==> config.mk <==
export PLATFORM = sky130hd
export DESIGN_NAME = pc_sequencer
export DESIGN_NICKNAME = d
export VERILOG_FILES = /design/src/rtl/picomips_pkg.sv /design/src/rtl/sync_2ff.sv /design/src/rtl/pc_sequencer.sv
export SDC_FILE = /design/constraint.sdc
export NUM_CORES = 1
export LEC_CHECK = 0
export BUFFER_PORTS_ARGS = -buffer_cell sky130_fd_sc_hd__buf_2
export CORE_UTILIZATION = 40
export CTS_BUF_LIST = sky130_fd_sc_hd__clkbuf_16
export DETAILED_ROUTE_END_ITERATION = 6
export MAX_ROUTING_LAYER = met4
export PLACE_DENSITY_LB_ADDON = 0.08
export REMOVE_ABC_BUFFERS = 1
export SKIP_CTS_REPAIR_TIMING = 1
export SLEW_MARGIN = 20
export SYNTH_ARGS = -nofsm -noshare
export SYNTH_HDL_FRONTEND = slang
export SYNTH_SLANG_ARGS = --single-unit
==> constraint.sdc <==
create_clock -name Clock -period 1.82 [get_ports Clock]
set_input_delay 0 -clock Clock [delete_from_list [all_inputs] [get_ports Clock]]
set_output_delay 0 -clock Clock [all_outputs]
set_load 0.05 [all_outputs]
==> src/rtl/picomips_pkg.sv <==
// Shared picoMips definitions: opcode map, instruction field widths, sequencer states.
// Latency: none (declarations only). Backpressure: n/a.
package picomips_pkg;

    localparam int OPCODE_W  = 6;
    localparam int OPERAND_W = 4;

    localparam logic [OPCODE_W-1:0] OP_NOP  = 6'd0;
    localparam logic [OPCODE_W-1:0] OP_ADD  = 6'd1;
    localparam logic [OPCODE_W-1:0] OP_ADDI = 6'd2;
    localparam logic [OPCODE_W-1:0] OP_SUB  = 6'd3;
    localparam logic [OPCODE_W-1:0] OP_MUL  = 6'd4;
    localparam logic [OPCODE_W-1:0] OP_MULI = 6'd5;
    localparam logic [OPCODE_W-1:0] OP_LD   = 6'd6;
    localparam logic [OPCODE_W-1:0] OP_ST   = 6'd7;
    localparam logic [OPCODE_W-1:0] OP_HEI  = 6'd8;

    typedef enum logic [1:0] {
        S_FETCH = 2'd0,
        S_EXEC  = 2'd1,
        S_WAIT  = 2'd2
    } seq_state_t;

    // HEI operand bit 0 selects the awaited level: 0 waits for SW8=1, 1 waits for SW8=0.
    function automatic logic hei_cond_met(input logic sw8_level, input logic operand_lsb);
        return sw8_level == ~operand_lsb;
    endfunction

endpackage

==> src/rtl/sync_2ff.sv <==
// One-bit two-flop synchroniser for asynchronous inputs, reset to 0.
// Latency: 2 clk cycles. Backpressure: none.
// (no internal handshake)
module sync_2ff (
    input  logic clk,
    input  logic rst_n,
    input  logic d,
    output logic q
);

    logic meta;

    always_ff @(posedge clk or negedge rst_n) begin
        if (!rst_n) begin
            meta <= 1'b0;
            q    <= 1'b0;
        end else begin
            meta <= d;
            q    <= meta;
        end
    end

endmodule

==> src/rtl/pc_sequencer.sv <==
// picoMips program counter and fetch/exec sequencer; optional single-step via `SINGLE_STEP_EN.
// Latency: 2 cycles per retired instruction (fetch, exec). Backpressure: stalls in S_WAIT on unmet HEI
// (and, with SINGLE_STEP_EN, in S_EXEC until a Step rising edge).
module pc_sequencer
    import picomips_pkg::*;
#(
    parameter int ADDR_W     = 5,
    parameter int INSTR_W    = 10,
    parameter int RESET_ADDR = 0,
    parameter int PROG_END   = 27
) (
    input  logic               Clock,
    input  logic               nReset,
    input  logic [INSTR_W-1:0] Instruction,
    input  logic               SW8,
`ifdef SINGLE_STEP_EN
    input  logic               Step,
`endif
    output logic [ADDR_W-1:0]  Addr,
    output logic               ExecEn,
    output logic               Waiting
);

    seq_state_t          state_q, state_d;
    logic [ADDR_W-1:0]   addr_q, addr_d;
    logic [ADDR_W-1:0]   next_pc;
    logic [OPCODE_W-1:0] opcode;
    logic                sw8_s;
    logic                is_hei;
    logic                hei_met;
    logic                step_go;
    logic                unused_operand;

    sync_2ff u_sw8_sync (
        .clk   (Clock),
        .rst_n (nReset),
        .d     (SW8),
        .q     (sw8_s)
    );

`ifdef SINGLE_STEP_EN
    logic step_s;
    logic step_d;

    sync_2ff u_step_sync (
        .clk   (Clock),
        .rst_n (nReset),
        .d     (Step),
        .q     (step_s)
    );

    always_ff @(posedge Clock or negedge nReset) begin
        if (!nReset) begin
            step_d <= 1'b0;
        end else begin
            step_d <= step_s;
        end
    end

    assign step_go = step_s & ~step_d;
`else
    assign step_go = 1'b1;
`endif

    assign opcode         = Instruction[INSTR_W-1 -: OPCODE_W];
    assign is_hei         = (opcode == OP_HEI);
    assign hei_met        = hei_cond_met(sw8_s, Instruction[0]);
    assign unused_operand = ^Instruction[OPERAND_W-1:1];

    // Wrap explicitly at PROG_END; the add wraps naturally when PROG_END is all-ones.
    assign next_pc = (addr_q == ADDR_W'(PROG_END)) ? ADDR_W'(RESET_ADDR)
                                                    : addr_q + ADDR_W'(1);

    always_ff @(posedge Clock or negedge nReset) begin
        if (!nReset) begin
            state_q <= S_FETCH;
            addr_q  <= ADDR_W'(RESET_ADDR);
        end else begin
            state_q <= state_d;
            addr_q  <= addr_d;
        end
    end

    always_comb begin
        state_d = state_q;
        addr_d  = addr_q;
        ExecEn  = 1'b0;
        Waiting = 1'b0;
        case (state_q)
            S_FETCH: begin
                state_d = S_EXEC;
            end
            S_EXEC: begin
                if (step_go) begin
                    if (!is_hei) begin
                        ExecEn  = 1'b1;
                        addr_d  = next_pc;
                        state_d = S_FETCH;
                    end else if (hei_met) begin
                        addr_d  = next_pc;
                        state_d = S_FETCH;
                    end else begin
                        state_d = S_WAIT;
                    end
                end
            end
            S_WAIT: begin
                // Memory keeps re-registering mem[Addr], so Instruction is still the HEI here.
                if (hei_met) begin
                    addr_d  = next_pc;
                    state_d = S_FETCH;
                end else begin
                    Waiting = 1'b1;
                end
            end
            default: begin
                state_d = S_FETCH;
            end
        endcase
    end

    assign Addr = addr_q;

endmodule

==> results.toml, run 1 <==
[floorplanning]
ios = 20
die-width_um = 38.4
coreArea_sq_mm = 0.00117
rows = 12
die_h_um = 38.4
start_util_pct = 45.2
die-area_sq_mm = 0.00147

[power]
comb_power_share_pct = 41.9
leakagePower_nw = 0.367
p_seq_share_pct = 27.9
ir_drop_mv = 0.957
power_report.internal_total_mw = 0.713
finalPower_mw = 1.23
power_frac_clock_pct = 30.1
power_density_mw_per_mm2 = 1690
p_sw_mw = 0.516
swShare_pct = 42.0

[sta]
period_share_pct = 79.0
drv_slew = 0
finalSetupTns_ps = 0
relSlewSlack_pct = 77.5
report.final.hold_viol_count = 0
skew_ps = 3.66
worst_pin_slew_ps = 337
fin_crit_ps = 1440
rsz0062_at_grt = "no"
finalSetupViolations = 0
fmax_ghz = 0.696

[placed_design]
place_congestion = 0.748
post-place-cells = 79
hpwl_um = 708
portBuffers = 16

[worst_setup_path]
reg2reg_from = "state_q[1]"
r2r_slack_ps = 380
cp_slowest_stage_delay_ps = 360
worst-path-max-fanout = 4
cp-start-kind = "flip-flop"
critPathArrivalTime_ps = 1550
end_kind = "flip-flop"
crit_path_frequent_cell = "a21oi_1"
r2r_end = "Addr[4]"
crit_chain = "inv_1 -> ha_1 -> nand3_1 -> a21oi_1 -> a21oi_1 -> a41o_1"
worstSetupPathType = "reg2reg"
crit_path_top_delay_cell = "dfrtp_1"
worst-r2r-cell-count = 6
worstPathRequired_ps = 1930

[route]
route.vias.total = 420
drt_iter0_markers = 8
wl_um = 938
dr.pass1.iters = 4
ant_nets = 0
post_drt_wl_per_cell_um = 11.0
route.detailed.drc = 0
via_per_inst = 4.94

[synthesis]
synth_cell_types = 21
syn_area_sq_um = 529
yosys_register_bits = 9
ys_warn_count = 0
synthTopCellsByArea = "dfrtp_1, ha_1, mux2_1, inv_1, nand2_1"
yosys.area.top_type = "dfrtp_1"
syn_area_per_cell_sq_um = 10.8
synth_top_area_share_pct = 42.6
yosysSeqAreaShare_pct = 42.6
netlist_instances = 49

[finish]
antennaDiodeCount = 0
nets = 89
fillCellCount = 102
syn_to_final_growth_pct = 37.1
multiInputGateArea_sq_um = 282
layout.cells.non_filler = 85
layout-drive-gt1-share_pct = 33.8
seqCellArea_sq_um = 225

[grt]
met2_usage_pct = 23.7
grt_max_degree = 10
antenna_found_initial = 0
met1_usage_pct = 22.2
use_met3_pct = 1.74
grt.busiest_layer = "met2"
grt-ovfl-total = 0
grt_pass1_wl_um = 1570
track_usage_pct = 16.1
grt_pass1_vias = 374

[outcome]
status = "complete, no violations"

[clock_tree]
cts_buffers = 3
clk_pin_slew_ps = 40
htree_levels = 1
cts_sinks = 9
insertion_delay_ps = 230
cts_buffer_depth = 2
cts_tree = "built"
ctsRootBufferMaster = "clkbuf_16"

[min_path]
hp-class = "in2async"

[flow_run]
max_cap_viol_count = 0
-- sequential cells by signal, summed over array words and instances (netlist names) --
name and flops:
Addr 5, u_sw8_sync.q 1, state_q 2, u_sw8_sync.meta 1
-- layer usage --
| metal | part of all wire, % | routed length, um | vias to the layer above |
|---|---|---|---|
| met4 | 0 | 0 | 0 |
| met3 | 5.3 | 50 | 0 |
| met5 | 0 | 0 | - |
| met1 | 47 | 437 | 188 |
| li1 | - | - | 219 |
| met2 | 48 | 450 | 13 |
-- logic make-up (layout without fill, tap and decap cells) --
kind of cell,Yosys count,count (layout),synth area share [%]
mux,3,3,6.38
compound gates,10,10,13.2
simple gates,16,16,21.0
fa+ha+maj,4,4,9.46
buf+inv,6,28,4.26
flops,9,9,42.6
xor+xnor,1,1,3.07
-- through the flow --
step / hold slack [ps] / utilization [%] / setup slack, ps / instance area, sq um
after CTS: -379 / 60.3 / 390 / 706
after detailed placement: -138 / 53.5 / 394 / 627
after global routing: 181 / 62.0 / 205 / 726
after global placement: -135 / 53.5 / 396 / 627
after floorplan: -296 / - / 82.8 / 529
final: 160 / 62.0 / 383 / 726
-- synth_stat cells --
library cell  count
o311ai_1          1
a21oi_1           3
nand4_1           1
o21ai_0           1
o21ai_1           1
a41o_1            2
nand2_1           6
nor4_4            1
ha_1              4
a21boi_0          1
dfrtp_1           9
nor2b_1           1
and2_1            1
nand3_4           1
nand3_2           1
nand3_1           3
xnor2_2           1
nand2_2           1
inv_1             6
mux2_1            3
a41oi_1           1
-- final cells by class --
type	instances	share of cell area (%)
clock buffer	3	10.3
clock inverter	1	0.517
inverter	6	3.10
multi-input combinational	34	38.8
sequential	9	31.0
tap	14	2.41
timing repair buffer	18	13.8
-- critical path: cells and delay by family, from the launching register on --
family	cells	cell delay, ps
buffers and inverters	1	70
AOI/OAI and AO/OA	3	460
and+or+nand+nor	1	90
adders and majority gates	1	350
DFF	1	360
-- worst max path at each step --
stage / startpoint / to / slack (ps) / cells after the start
after CTS: state_q[1] / Addr[4] / 390 / 6
after global routing: state_q[1] / Addr[4] / 210 / 6
final: state_q[1] / Addr[4] / 380 / 6
after floorplan: state_q[1] / ExecEn / 80 / 3
after detailed placement: state_q[1] / Addr[4] / 390 / 6
after global placement: state_q[1] / Addr[4] / 400 / 6
-- placed cells by master, fill, tap and decap left out --
| master | n |
|---|---|
| ha_1 | 4 |
| nand3_4 | 1 |
| nor4_4 | 1 |
| nand3_2 | 1 |
| dfrtp_1 | 9 |
| nand2_1 | 6 |
| a21boi_0 | 1 |
| nand4_1 | 1 |
| nor2b_1 | 1 |
| o311ai_1 | 1 |
| a41o_1 | 2 |
| clkbuf_16 | 3 |
| a21oi_1 | 3 |
| inv_1 | 7 |
| nand3_1 | 3 |
| a41oi_1 | 1 |
| o21ai_0 | 1 |
| dlygate4sd3_1 | 2 |
| mux2_1 | 3 |
| nand2_2 | 1 |
| o21ai_1 | 1 |
| buf_2 | 16 |
| and2_1 | 1 |
| xnor2_2 | 1 |
-- power by group through the flow --
stage	Clock, mW	Sequential, mW	Combinational, mW
floorplan	0	0.524	0.210
global placement	0	0.342	0.507
detailed placement	0	0.345	0.512
CTS	0.378	0.342	0.515
global route	0.386	0.361	0.571
finish	0.370	0.343	0.515
(Power assumes the default switching activity.)
==> inputs of run 2 (changes only) <==
- ABC_AREA: unset -> 1
- clock period: 1.82 -> 1.5 ns (I/O delays scaled with it)
==> run 2 against run 1 <==
Compared with the run above: synthesized area up 9.5%; worst setup slack got worse by 230 ps; flip-flop and latch count unchanged; global-route usage is 1.3 points higher; non-clock buffer count unchanged; first-iteration DRC count down 25%; register-to-register slack worse by 180 ps; sequential share of layout area decreased by 2.1 points; critical path type is now reg2out; critical endpoint is now Waiting; highest routed layer is now met4.
==> results.toml, run 2 <==
[outcome]
status = "complete, no violations"

[power]
finalPower_mw = 1.52
leakagePower_nw = 0.444
ir_drop_mv = 1.64
power_density_mw_per_mm2 = 1960

[grt]
antenna_found_initial = 0
grt_max_degree = 10
grt_pass1_vias = 413
grt_pass1_wl_um = 1650
track_usage_pct = 17.4
grt-ovfl-total = 0

[synthesis]
syn_area_per_cell_sq_um = 7.72
syn_area_sq_um = 579
post-synth-top-count-cell = "nand2_1"
async_reset_ff_share_pct = 100
synth_edf_count = 0
yosys_register_bits = 9
synth_cell_types = 17
synthTopCellsByCount = "nand2_1, inv_1, dfrtp_1"
yosys.area.top_type = "dfrtp_1"
synth_top_area_share_pct = 38.9
netlist_instances = 75
synthFlopType = "dfrtp_1"
synthTopCellsByArea = "dfrtp_1, nand2_1, inv_1, ha_1, nand3_4"
yosysSeqAreaShare_pct = 38.9
ys_warn_count = 0

[sta]
worst_pin_slew_ps = 258
skew_ps = 1.36
report.final.hold_viol_count = 0
hold_ws_ps = 146
drv_slew = 0
period_share_pct = 90.0
rsz0062_at_grt = "no"
fin_crit_ps = 1350
finalSetupViolations = 0
relSlewSlack_pct = 82.7
fmax_ghz = 0.741
finalSetupTns_ps = 0

[finish]
largest_register_ffs = 5
mostFrequentLayoutCell = "nand2_1"
seqCellArea_sq_um = 225
final_cell_mix = "nand2_1, buf_2, inv_1"
antennaDiodeCount = 0
fillCellCount = 126
nets = 115
layout-drive-gt1-share_pct = 28.9
syn_to_final_growth_pct = 34.3
multiInputGateArea_sq_um = 288

[clock_tree]
cts_tree = "built"
insertion_delay_ps = 230
clk_pin_slew_ps = 40
cts_buffer_depth = 2
cts_buffers = 3
htree_levels = 1
cts_sinks = 9
ctsRootBufferMaster = "clkbuf_16"

[route]
ant_nets = 0
route.vias.total = 502
dr.pass1.iters = 4
post_drt_wl_per_cell_um = 9.88
wl_um = 1110
route.detailed.drc = 0
drt_iter0_markers = 6
via_per_inst = 4.48

[floorplanning]
die-width_um = 40.1
start_util_pct = 44.0
coreArea_sq_mm = 0.00132
rows = 13
ios = 20
die_h_um = 40.1
die-area_sq_mm = 0.00160

[worst_setup_path]
worstPathRequired_ps = 1500
critPathArrivalTime_ps = 1350
worst-path-max-fanout = 6
worstSetupPathType = "reg2out"
end_kind = "output port"
cp-start-kind = "flip-flop"

[placed_design]
hpwl_um = 820
place_congestion = 0.745
portBuffers = 16

[min_path]
hp-class = "in2reg"

[flow_run]
max_cap_viol_count = 0
run 2: changes by cell type after synthesis, moves of 2 or more:
cell,before,now
a21oi_1,3,0
a41o_1,2,0
mux2_1,3,0
nand2_4,0,2
nor2_1,0,3
nand2_1,6,28
inv_1,6,15
run 2: through the flow:
stage | utilization, % | area, sq um | setup slack, ps | std cells
5_1_grt | 59.1 | 778 | 49.4 | 112
6_report | 59.1 | 778 | 150 | 112
4_1_cts | 57.5 | 758 | 139 | 110
3_5_place_dp | 51.5 | 678 | 218 | 106
3_3_place_gp | 51.5 | 678 | 243 | 106
2_1_floorplan | - | 579 | 95.8 | 75
run 2: area by class of cell:
cell class              count  area share (%)
multi-input cells          49            37.0
flip-flops and latches      9            28.9
repair buffers             18            12.9
clock buffers               3            9.65
inverters                  17            8.52
well taps                  15            2.41
clock inverters             1           0.643
run 2: worst paths after layout:
| kind | start | end | slack [ps] | cells past startpoint |
|---|---|---|---|---|
| max reg2reg | state_q[0] | Addr[0] | 200 | 9 |
| max in group asynchronous | nReset | Addr[2] | 1170 | 2 |
| min in group asynchronous | nReset | state_q[0] | 160 | 2 |
| max | state_q[0] | Waiting | 150 | 5 |
| min | Instruction[6] | state_q[1] | 150 | 4 |
| min reg2reg | u_sw8_sync.meta | u_sw8_sync.q | 350 | 0 |
run 2: power breakdown:
group,switching (mW),internal (mW)
registers,0.0740,0.322
clock network,0.118,0.351
logic,0.479,0.180
run 2: per-layer routing:
| layer | up-vias | wire, um | global-route usage [%] |
|---|---|---|---|
| met5 | - | 0 | - |
| li1 | 269 | - | - |
| met2 | 17 | 475 | 26.2 |
| met4 | 0 | 27 | 10.3 |
| met3 | 4 | 83 | 8.33 |
| met1 | 212 | 519 | 18.3 |
run 2: kinds of logic (layout without fill, tap and decap cells):
logic type | count (synthesis) | in the layout | share of synthesized area (%)
XOR/XNOR | 1 | 1 | 1.51
flip-flops | 9 | 9 | 38.9
AND/OR/NAND/NOR | 42 | 42 | 37.6
AO/OA/AOI/OAI | 2 | 2 | 1.94
buffers and inverters | 17 | 39 | 11.4
adder cells (fa/ha/maj) | 4 | 4 | 8.64
run 2: worst max-delay path, cell delays in order, from the launching register on:
cell and delay (ps):
dfrtp_1 370, inv_1 90, ha_1 220, nand3_4 130
inv_1 60, buf_2 250
